[src/rtl/shared_reg_write_arbiter_pkg.sv]
// Shared types for the shared-register write arbiter.
// The FSM state encoding and the index-width helper live here.
package shared_reg_arb_pkg;

    typedef enum logic [1:0] {
        IDLE  = 2'd0,
        WRITE = 2'd1,
        ACK   = 2'd2
    } state_t;

    // Width of a requester index; a single-requester build still needs one bit.
    function automatic int idx_w(input int n);
        return (n > 1) ? $clog2(n) : 1;
    endfunction

endpackage

[src/rtl/shared_reg_write_arbiter_rr_priority_pick.sv]
// Round-robin pick: first set request at or after ptr, wrapping modulo N_REQ.
// Purely combinational; the caller registers the result.
module rr_priority_pick
    import shared_reg_arb_pkg::*;
#(
    parameter int N_REQ = 4,
    parameter int IDX_W = idx_w(N_REQ)
) (
    input  logic [N_REQ-1:0] req,
    input  logic [IDX_W-1:0] ptr,
    output logic             valid,
    output logic [IDX_W-1:0] winner
);

    logic [2*N_REQ-1:0] dbl;
    logic [N_REQ-1:0]   rot;
    logic [IDX_W-1:0]   off;
    logic [IDX_W:0]     sum;

    always_comb begin
        // Rotate so that requester ptr sits at bit 0, then take the lowest set bit.
        dbl = {req, req} >> ptr;
        rot = dbl[N_REQ-1:0];
        off = '0;
        for (int i = N_REQ - 1; i >= 0; i--) begin
            if (rot[i]) off = IDX_W'(i);
        end
        sum = {1'b0, ptr} + {1'b0, off};
        if (sum >= (IDX_W+1)'(N_REQ)) sum = sum - (IDX_W+1)'(N_REQ);
        valid  = |req;
        winner = sum[IDX_W-1:0];
    end

endmodule

[src/rtl/shared_reg_write_arbiter.sv]
// Round-robin arbiter driving one CE-gated register: IDLE -> WRITE -> ACK, 3 cycles per write.
// All outputs registered; requesters hold req/data until their ack pulse.
module shared_reg_write_arbiter
    import shared_reg_arb_pkg::*;
#(
    parameter int N_REQ = 4,
    parameter int WIDTH = 12,
    parameter int CNT_W = 16,
    localparam int IDX_W = idx_w(N_REQ)
) (
    input  logic                   CLK,
    input  logic                   RESET,
    input  logic [N_REQ-1:0]       req,
    input  logic [N_REQ*WIDTH-1:0] req_data,
    output logic [N_REQ-1:0]       ack,
    output logic [WIDTH-1:0]       reg_data,
    output logic                   reg_ce,
    output logic [IDX_W-1:0]       grant_idx,
    output logic                   busy,
    output logic [CNT_W-1:0]       write_count
);

    state_t           state;
    logic [IDX_W-1:0] ptr;
    logic             pick_vld;
    logic [IDX_W-1:0] pick_idx;
    logic [WIDTH-1:0] pick_dat;

    rr_priority_pick #(
        .N_REQ (N_REQ),
        .IDX_W (IDX_W)
    ) u_pick (
        .req    (req),
        .ptr    (ptr),
        .valid  (pick_vld),
        .winner (pick_idx)
    );

    always_comb begin
        pick_dat = '0;
        for (int i = 0; i < N_REQ; i++) begin
            if (pick_idx == IDX_W'(i)) pick_dat = req_data[i*WIDTH +: WIDTH];
        end
    end

    assign busy = (state != IDLE);

    always_ff @(posedge CLK) begin
        if (RESET) begin
            state       <= IDLE;
            ack         <= '0;
            reg_ce      <= 1'b0;
            reg_data    <= '0;
            grant_idx   <= '0;
            ptr         <= '0;
            write_count <= '0;
        end else begin
            case (state)
                IDLE: begin
                    ack <= '0;
                    if (pick_vld) begin
                        state     <= WRITE;
                        reg_ce    <= 1'b1;
                        reg_data  <= pick_dat;
                        grant_idx <= pick_idx;
                    end else begin
                        reg_ce <= 1'b0;
                    end
                end
                WRITE: begin
                    state       <= ACK;
                    reg_ce      <= 1'b0;
                    ack         <= N_REQ'(1) << grant_idx;
                    ptr         <= (grant_idx == IDX_W'(N_REQ - 1)) ? '0 : grant_idx + IDX_W'(1);
                    write_count <= write_count + CNT_W'(1);
                end
                ACK: begin
                    state <= IDLE;
                    ack   <= '0;
                end
                default: begin
                    state  <= IDLE;
                    ack    <= '0;
                    reg_ce <= 1'b0;
                end
            endcase
        end
    end

endmodule

[config.mk]
export PLATFORM = sky130hd
export DESIGN_NAME = shared_reg_write_arbiter
export DESIGN_NICKNAME = d
export VERILOG_FILES = /design/src/rtl/shared_reg_write_arbiter_pkg.sv /design/src/rtl/shared_reg_write_arbiter_rr_priority_pick.sv /design/src/rtl/shared_reg_write_arbiter.sv
export SDC_FILE = /design/constraint.sdc
export NUM_CORES = 1
export LEC_CHECK = 0
export CAP_MARGIN = 10
export CORE_ASPECT_RATIO = 1.5
export CORE_MARGIN = 2
export CORE_UTILIZATION = 40
export DETAILED_ROUTE_END_ITERATION = 16
export PLACE_DENSITY = 0.76
export SLEW_MARGIN = 20
export SYNTH_ARGS = -nofsm -noshare
export SYNTH_HDL_FRONTEND = slang
export SYNTH_SLANG_ARGS = --single-unit
[constraint.sdc]
create_clock -name CLK -period 3.45 [get_ports CLK]
set_input_delay 0.69 -clock CLK [delete_from_list [all_inputs] [get_ports CLK]]
set_output_delay 0.69 -clock CLK [all_outputs]
set_load 0.05 [all_outputs]
### Yosys cells after proc, flatten, opt, wreduce, memory -nomap -nowiden

Index checks and enable logic that the tools add are counted.

| word-level totals | value |
|---|---|
| RAM bits | 0 |
| memories | 0 |
| bits in registers | 39 |
| bits of input ports | 54 |
| memory bits (read-only) | 0 |
| word-level logic and storage cells | 42 |
| output and inout port bits | 36 |
| bits in latches | 0 |

| operators by class | value |
|---|---|
| multiply operators | 0 |
| equality and inequality tests | 7 |
| div/mod/pow operators | 0 |
| add/sub/neg operators | 4 |
| bitwise logic cells | 1 |
| $lt $le $gt $ge | 1 |
| reduce and logical (&&, ||, !) cells | 6 |
| muxes and demuxes | 14 |
| shift operators | 2 |

Operator list:

| cell | number |
|---|---|
| 12-bit 2-to-1 mux | 4 |
| 16-bit by 1-bit adder with 16-bit output, second input constant | 1 |
| 2-bit 2-to-1 mux | 7 |
| 2-bit == test, second input constant | 4 |
| 8-bit by 2-bit >> shifter with 4-bit output | 1 |
| 2-bit by 1-bit == test with 1-bit output, second input constant | 2 |
| 2-bit logical NOT | 2 |
| 2-bit one-hot mux with 2 select lines | 1 |
| 4-bit OR reduction | 1 |
| 1-bit by 2-bit left shift with 4-bit output, first input constant | 1 |
| 2-bit by 2-bit adder with 3-bit output | 1 |
| 3-bit greater-or-equal comparator, second input constant | 1 |
| 2-bit by 1-bit adder with 2-bit output, second input constant | 1 |
| 2-bit inequality test, second input constant | 1 |
| 1-bit one-hot mux with 2 select lines | 1 |
| 2-bit AND reduction | 1 |
| 2-bit nonzero test | 1 |
| 2-bit OR reduction | 1 |
| 2-bit by 1-bit subtractor with 2-bit output, second input constant | 1 |
| 1-bit 2-to-1 mux | 1 |
| 1-bit inverter | 1 |

### Depth between registers and ports, before layout

Gate-level depths: netlist of run 1.

| logic depth | value |
|---|---|
| depth in word-level cells | 13 |
| mapped depth | 14 |

### Hierarchy

Synthesis of run 1 repeated with hierarchy kept, for this count alone.

| second synthesis, totals | value |
|---|---|
| cell total of the unflattened synthesis | 211 |
| area total of the unflattened synthesis | 1944.4 sq um |

Modules (own cells, without submodules):

| module | cells an instance | area each (sq um) | seq. area each (sq um) | instances |
|---|---|---|---|---|
| shared_reg_write_arbiter | 184 | 1765.4 | 780.7 | 1 |
| rr_priority_pick | 27 | 178.9 | 0.0 | 1 |

### Worst setup path after synthesis of run 1

Ideal clock, no wire load.

| timing | value |
|---|---|
| kind | input -> register |
| from | in req[2] |
| to | reg reg_data[4] |
| cell stages on the path | 13 |
| arrival | 2.686 ns |
| buffers on the path | 2 |
| setup slack | 0.642 ns |
| path through | nand2_1 > nor2_1 > a211oi_1 > a31oi_1 > a211o_1 > ha_1 > xnor2_1 > or3_1 > buf_2 > buf_2 > nand4b_1 > o311ai_2 > a221o_1 |

| on the way | value |
|---|---|
| cells in the longest elaborated chain, start to end | 13 |

RTL lines:

| what | line | text |
|---|---|---|
| start, declared | shared_reg_write_arbiter.sv:13 | `input logic [N_REQ-1:0] req,` |
| 8-bit by 2-bit >> shifter with 4-bit output | shared_reg_write_arbiter_rr_priority_pick.sv:22 | `dbl = {req, req} >> ptr;` |
| 2-bit 2-to-1 mux (4 in series) | shared_reg_write_arbiter_rr_priority_pick.sv:26 | `if (rot[i]) off = IDX_W'(i);` |
| 2-bit by 2-bit adder with 3-bit output | shared_reg_write_arbiter_rr_priority_pick.sv:28 | `sum = {1'b0, ptr} + {1'b0, off};` |
| 3-bit greater-or-equal comparator / 2-bit by 1-bit subtractor with 2-bit output (equally long branches) | shared_reg_write_arbiter_rr_priority_pick.sv:29 | `if (sum >= (IDX_W+1)'(N_REQ)) sum = sum - (IDX_W+1)'(N_REQ);` |
| 2-bit 2-to-1 mux | shared_reg_write_arbiter_rr_priority_pick.sv:29 |  |
| 2-bit logical NOT | shared_reg_write_arbiter.sv:42 | `if (pick_idx == IDX_W'(i)) pick_dat = req_data[i*WIDTH +: WIDTH];` |
| 12-bit 2-to-1 mux (4 in series) | shared_reg_write_arbiter.sv:42 |  |
| end signal, assigned | shared_reg_write_arbiter.sv:64 | `reg_data <= pick_dat;` |
| end, declared | shared_reg_write_arbiter.sv:16 | `output logic [WIDTH-1:0] reg_data,` |

Parallel ways exist; a longest one is shown, timed or not.
A chain may end at the register's enable or synchronous reset.

### Worst setup path in the final report of run 1

| timing | value |
|---|---|
| from | in req[1] |
| to | reg reg_data[10] |

The elaborated chain is that of the path after synthesis.

==> flow_metrics.env, run 1 <==
export IMPL_synth_top_family_by_area="simple AND/OR/NAND/NOR gates"
export IMPL_cts_buffers=5
export IMPL_path_clk_slew_ns=0.08
export IMPL_cts_root_buffer="clkbuf_8"
export IMPL_avgRoutedWirePerCell_um=15.32
export IMPL_seq_area_frac_synth_pct=37.23
export IMPL_antenna_cells_inserted=0
export IMPL_synth_edf_count=0
export IMPL_power_leakage_nw=1.236
export IMPL_htree_levels=2
export IMPL_grt_pass1_wl_mm=9.901
export IMPL_synthMuxAreaShare_pct=0.4773
export IMPL_async_flop_share_pct=0
export IMPL_cts_setup_buffers=0
export IMPL_synth_adder_area_share_pct=1.790
export IMPL_synthTopCellsByArea="dfxtp_1 (37%), a221o_1 (5.3%), nor2_1 (5.0%)"
export IMPL_powerDensity_nw_per_um2=493.8
export IMPL_start_util_pct=41.24
export IMPL_rows=32
export IMPL_synth_most_common_cell="dfxtp_1"
export IMPL_postSynthAreaPerCell_um2=8.594
export IMPL_io_pins=90
export IMPL_grt_total_usage_pct=21.08
export IMPL_vias_per_cell=5.364
export IMPL_rsz0062_at_grt="false"
export IMPL_m1WireLength_mm=2.638
export IMPL_drt_wl_total_mm=6.142
export IMPL_synth_compound_area_share_pct=18.32
export IMPL_die_height_um=92.68
export IMPL_fmax_mhz=315.0
export IMPL_finalMaxSlewViolations=0
export IMPL_ys_ff_latch=39
export IMPL_synthXorXnorAreaFrac_pct=6.683
export IMPL_start_kind="input port"
export IMPL_drtPass1Iterations=4
export IMPL_final_core_util_pct=63.36
export IMPL_yosys_area_share_simple_pct=28.10
export IMPL_timing_final_crit_period_ns=3.174
export IMPL_min_path_type="flop to flop"
export IMPL_ctsResizeCount=0
export IMPL_worst_pin_slew_ns=0.6526
export IMPL_die_w_um=63.12
export IMPL_regArea_um2=780.7
export IMPL_synth_flop_cell="dfxtp_1"
export IMPL_fin_setup_tns_ns=0
export IMPL_drv_cap=0
export IMPL_grt_ovfl_total=0
export IMPL_slew_headroom_pct=56.33
export IMPL_setup_violations=0
export IMPL_insertion_delay_ns=0.30
export IMPL_finalWeightedCongestion=0.8188
export IMPL_multi_input_area_um2=1161
export IMPL_end_kind="flop"
export IMPL_met2_length_mm=2.957
export IMPL_core_area_um2=5085
export IMPL_yosysUniqueCellTypes=38
export IMPL_die_area_um2=5850
export IMPL_clock_sinks=39
export IMPL_cts_buffer_depth=2
export IMPL_status="finished, final reports clean"
export IMPL_areaGrowthSynthToFinish_pct=53.64
export IMPL_drtIter0Drc=164
export IMPL_fin_nets=389
export IMPL_cts_tree="done"
export IMPL_highest_layer="met4"
export IMPL_synth_area_um2=2097
export IMPL_fin_skew_ns=0.007778
export IMPL_drc_errors=0
export IMPL_hold_viol=0
export IMPL_grt_pass1_vias=2035
export IMPL_synthCells=244
export IMPL_synth_top_area_share_pct=37.23
export IMPL_required_ns=3.63
export IMPL_cp_data_arrival_time_ns=3.36
export IMPL_met3WireLength_um=480
export IMPL_ant_nets=0
export IMPL_dp_hpwl_mm=4.532
export IMPL_syn_nets=301
export IMPL_ys_warnings_count=0
export IMPL_synth_common_cells="dfxtp_1 (39), nor2_1 (28), inv_1 (17)"
export IMPL_synth_largest_area_cell="dfxtp_1"
export IMPL_ir_drop_v=0.0003189
export IMPL_r2r_start="ptr[0]"
export IMPL_cp_startpoint="req[1]"
export IMPL_drive_gt1_share_pct=8.709
export IMPL_grt_max_degree=27
export IMPL_vias=2151
export IMPL_placed_cells=393
export IMPL_fill_cells=457
export IMPL_hp_start="write_count[1]"
export IMPL_finalCritPeriodShare_pct=92.01
export IMPL_ctsHoldBuffers=0
export IMPL_cp_max_fo=22
export IMPL_crit_type="input port to flop"
export IMPL_antenna_found_initial=0
export IMPL_instances_no_fill=401
export IMPL_io_buffers=89
## cells in the final DEF, fill, tap and decap left out, drive strengths merged, types with 3 or more instances in the layout
cell type	instances
a211oi	4
a21oi	7
a221o	11
and2	14
and3	4
buf	12
clkbuf	5
clkdlybuf4s50	89
dfxtp	39
ha	3
inv	17
nand2	12
nand2b	3
nand3	6
nand4	13
nand4b	11
nor2	29
nor3	3
nor4	3
o311ai	11
xnor2	6
xor2	10
## power by group
| part | internal, W | total, W | switching [W] | leakage, nW |
|---|---|---|---|---|
| clock network | 0.000215 | 0.000386 | 0.000171 | 0.0581 |
| logic | 0.000293 | 0.000669 | 0.000376 | 0.860 |
| registers | 0.000499 | 0.000536 | 0.0000377 | 0.318 |
## worst paths after layout
path / endpoint / slack [ns] / cells past startpoint
hold reg to reg: write_count[1] / 0.50 / 2
hold / removal: write_count[1] / 0.50 / 2
setup reg to reg: reg_data[10] / 0.65 / 11
setup / recovery: reg_data[10] / 0.28 / 12
## critical path, cell delays in order
cell             delay, ns
clkdlybuf4s50_1       0.54
nor2_1                0.07
a211oi_1              0.22
a31oi_1               0.06
a211o_1               0.24
ha_1                  0.19
xnor2_1               0.13
or3_1                 0.42
buf_4                 0.23
nand4_1               0.12
o311ai_1              0.11
a221o_1               0.34
## metrics by stage
| stage | cell area [um2] | total power, W | worst slack (ns) | hold WS (ns) |
|---|---|---|---|---|
| final | 3222 | 0.001591 | 0.2757 | 0.5014 |
| after global routing | 3222 | 0.001666 | 0.1517 | 0.5268 |
| after CTS | 3222 | 0.001610 | 0.3071 | 0.5077 |
| after detailed placement | 3109 | 0.001216 | -0.02064 | 0.4862 |
| after global placement | 3109 | 0.001205 | 0.05201 | 0.4863 |
| after floorplan | 2097 | 0.0009759 | 0.6421 | 0.5074 |
## kinds of logic after synthesis
kind of cell / after synthesis
AOI/OAI and AO/OA: 42
xor gates and xnor gates: 16
adders and majority gates: 3
buffers and inverters: 37
DFF: 39
muxes: 1
and+or+nand+nor: 106
## flip-flops by register name, indices dropped and copies added (netlist names)
| signal | flops |
|---|---|
| grant_idx | 2 |
| reg_ce | 1 |
| ack | 4 |
| reg_data | 12 |
| ptr | 2 |
| state | 2 |
| write_count | 16 |
## metal layers
layer / vias up / GRT usage (%)
met5: - / 0
met4: 0 / 6.111
met3: 6 / 4.982
met2: 95 / 38.12
met1: 986 / 24.34
li1: 1064 / -
## final cells by class
cell class	instances	area share, %
flip-flops and latches	39	24.23
clock buffers	5	2.136
inverters	17	1.981
well taps	68	2.641
clock inverters	3	1.359
repair buffers	101	31.61
multi-input cells	168	36.04
Power figures use the tool's default switching activity.
==> inputs of run 2 (changes only) <==
- CELL_PAD_IN_SITES_DETAIL_PLACEMENT: not set -> 2
- CELL_PAD_IN_SITES_GLOBAL_PLACEMENT: not set -> 2
- CORE_MARGIN: 2 -> not set
- CORE_UTILIZATION: 40 -> 23
- PLACE_DENSITY: 0.76 -> not set
- PLACE_DENSITY_LB_ADDON: not set -> 0.1
==> run 2 against run 1 <==
Maximum frequency decreased by 0.20%. Wire length increased by 19%. Clock power increased by 22%. Combinational power increased by 0.6%. Global-route usage decreased by 5.0 points. Setup slack got worse by 0.0063 ns. Non-clock buffer count increased by 3. Critical path type unchanged. Clock-buffer cell count unchanged.
==> flow_metrics.env, run 2 (synthesized netlist as in run 1, its figures left out) <==
export IMPL_grt_pass1_vias=2326
export IMPL_start_util_pct=23.75
export IMPL_insertion_delay_ns=0.29
export IMPL_finalCritPeriodShare_pct=92.19
export IMPL_ant_nets=0
export IMPL_areaGrowthSynthToFinish_pct=58.77
export IMPL_dp_hpwl_mm=5.351
export IMPL_highest_layer="met4"
export IMPL_rsz0062_at_grt="false"
export IMPL_p_seq_share_pct=32.0
export IMPL_timing_final_crit_period_ns=3.181
export IMPL_fmax_mhz=314.4
export IMPL_drc_errors=0
export IMPL_avgRoutedWirePerCell_um=16.44
export IMPL_cp_max_fo=22
export IMPL_cp_common_cell="buf_4"
export IMPL_die_w_um=79.97
export IMPL_met3WireLength_um=417
export IMPL_cp_data_arrival_time_ns=3.36
export IMPL_finalWeightedCongestion=0.6871
export IMPL_drv_cap=0
export IMPL_total_power_w=0.001679
export IMPL_hold_ws_ns=0.5005
export IMPL_final_cell_mix="clkdlybuf4s50_1 (89), dfxtp_1 (39), nor2_1 (28), inv_1 (17)"
export IMPL_max_stage_delay_ns=0.45
export IMPL_core_area_um2=8828
export IMPL_top_register="write_count"
export IMPL_ir_drop_v=0.0002906
export IMPL_htree_levels=2
export IMPL_largest_reg_flops=16
export IMPL_die_area_um2=9511
export IMPL_powerDensity_nw_per_um2=504.4
export IMPL_worst_pin_slew_ns=0.5312
export IMPL_setup_slack_ns=0.2694
export IMPL_drt_wl_total_mm=7.333
export IMPL_cts_setup_buffers=0
export IMPL_setup_violations=0
export IMPL_dpl_cell_area_um2=3184
export IMPL_slew_headroom_pct=64.48
export IMPL_antenna_cells_inserted=0
export IMPL_hold_viol=0
export IMPL_fin_nets=392
export IMPL_cts_buffers=5
export IMPL_fill_cells=1010
export IMPL_grt_total_usage_pct=16.12
export IMPL_vias=2211
export IMPL_m1WireLength_mm=3.020
export IMPL_cts_buffer_depth=2
export IMPL_ctsHoldBuffers=0
export IMPL_drtIter0Drc=56
export IMPL_start_kind="input port"
export IMPL_grt_pass1_wl_mm=11.62
export IMPL_ctsResizeCount=0
export IMPL_path_clk_slew_ns=0.06
export IMPL_grt_ovfl_total=0
export IMPL_cts_tree="done"
export IMPL_power_leakage_nw=1.259
export IMPL_swShare_pct=37.01
export IMPL_clockPowerShare_pct=28.0
export IMPL_vias_per_cell=4.957
export IMPL_power_switching_w=0.0006216
export IMPL_finalMaxSlewViolations=0
export IMPL_io_buffers=89
export IMPL_pwr_share_comb_pct=40.1
export IMPL_reg_largest_list="write_count x16, reg_data x12, ack x4"
export IMPL_p_int_w=0.001058
export IMPL_antenna_found_initial=0
export IMPL_pre_cts_slack_ns=-0.04649
export IMPL_met2_length_mm=3.782
export IMPL_grt_max_degree=39
export IMPL_clock_sinks=39
export IMPL_crit_type="input port to flop"
export IMPL_cts_root_buffer="clkbuf_16"
export IMPL_slowest_stage="clkdlybuf4s50_1"
export IMPL_drtPass1Iterations=4
export IMPL_die_height_um=118.9
export IMPL_min_path_type="flop to flop"
export IMPL_status="finished, final reports clean"
export IMPL_drive_gt1_share_pct=9.524
export IMPL_final_area_um2=3329
export IMPL_io_pins=90
export IMPL_fin_skew_ns=0.003068
export IMPL_final_common_cell="clkdlybuf4s50_1"
export IMPL_required_ns=3.63
export IMPL_rows=42
export IMPL_path_cells="clkdlybuf4s50_1 -> buf_4 -> nor2_1 -> nor4_1 -> a211o_1 -> ha_1 -> xnor2_1 -> or3_1 -> buf_4 -> nand4b_1 -> o311ai_1 -> a221o_1"
export IMPL_end_kind="flop"
## run 2: cell count changes in the layout (fill, tap and decap cells not counted), sizes merged
cell      change
bufinv        -1
clkinvlp      +2
buf           +3
clkinv        -1
## run 2: final timing paths
| check | slack [ns] | from | endpoint | depth (start not counted) |
|---|---|---|---|---|
| setup / recovery | 0.27 | req[1] | reg_data[10] | 12 |
| setup reg to reg | 0.61 | ptr[0] | reg_data[10] | 11 |
| hold / removal | 0.50 | write_count[1] | write_count[1] | 2 |
| hold reg to reg | 0.50 | write_count[1] | write_count[1] | 2 |
## run 2: layout make-up
class	instances	area, um2	share of cell area, %
multi-input combinational	168	1161	34.87
timing repair buffer	104	1041	31.27
sequential	39	780.7	23.45
tap	110	137.6	4.134
clock buffer	5	125.1	3.758
inverter	17	63.81	1.917
clock inverter	3	20.02	0.6013
## run 2: critical path, delay by kind of cell
| family | cells | cell delay [ns] |
|---|---|---|
| compound gates | 3 | 0.75 |
| xor+xnor | 1 | 0.13 |
| fa+ha+maj | 1 | 0.19 |
| buf+inv | 3 | 0.86 |
| simple gates | 4 | 0.73 |
## run 2: per-stage QoR
step	cells	setup TNS, ns	utilization (%)
2_1_floorplan	244	0	-
3_3_place_gp	438	0	36.07
3_5_place_dp	438	-0.1334	36.07
4_1_cts	446	0	37.71
5_1_grt	446	0	37.71
6_report	446	0	37.71
## run 2: metal layers
metal | track usage, % | vias to the layer above
met4 | 5.804 | 0
met1 | 17.81 | 1073
met5 | 0 | -
met2 | 29.33 | 67
met3 | 3.602 | 8
li1 | - | 1063
## run 2: power groups by stage
stage / clock network (W) / registers [W] / logic (W)
final: 0.000470 / 0.000537 / 0.000673
after global routing: 0.000504 / 0.000544 / 0.000722
after global placement: 0 / 0.000547 / 0.000671
after CTS: 0.000488 / 0.000539 / 0.000683
after floorplan: 0 / 0.000685 / 0.000291
after detailed placement: 0 / 0.000548 / 0.000681
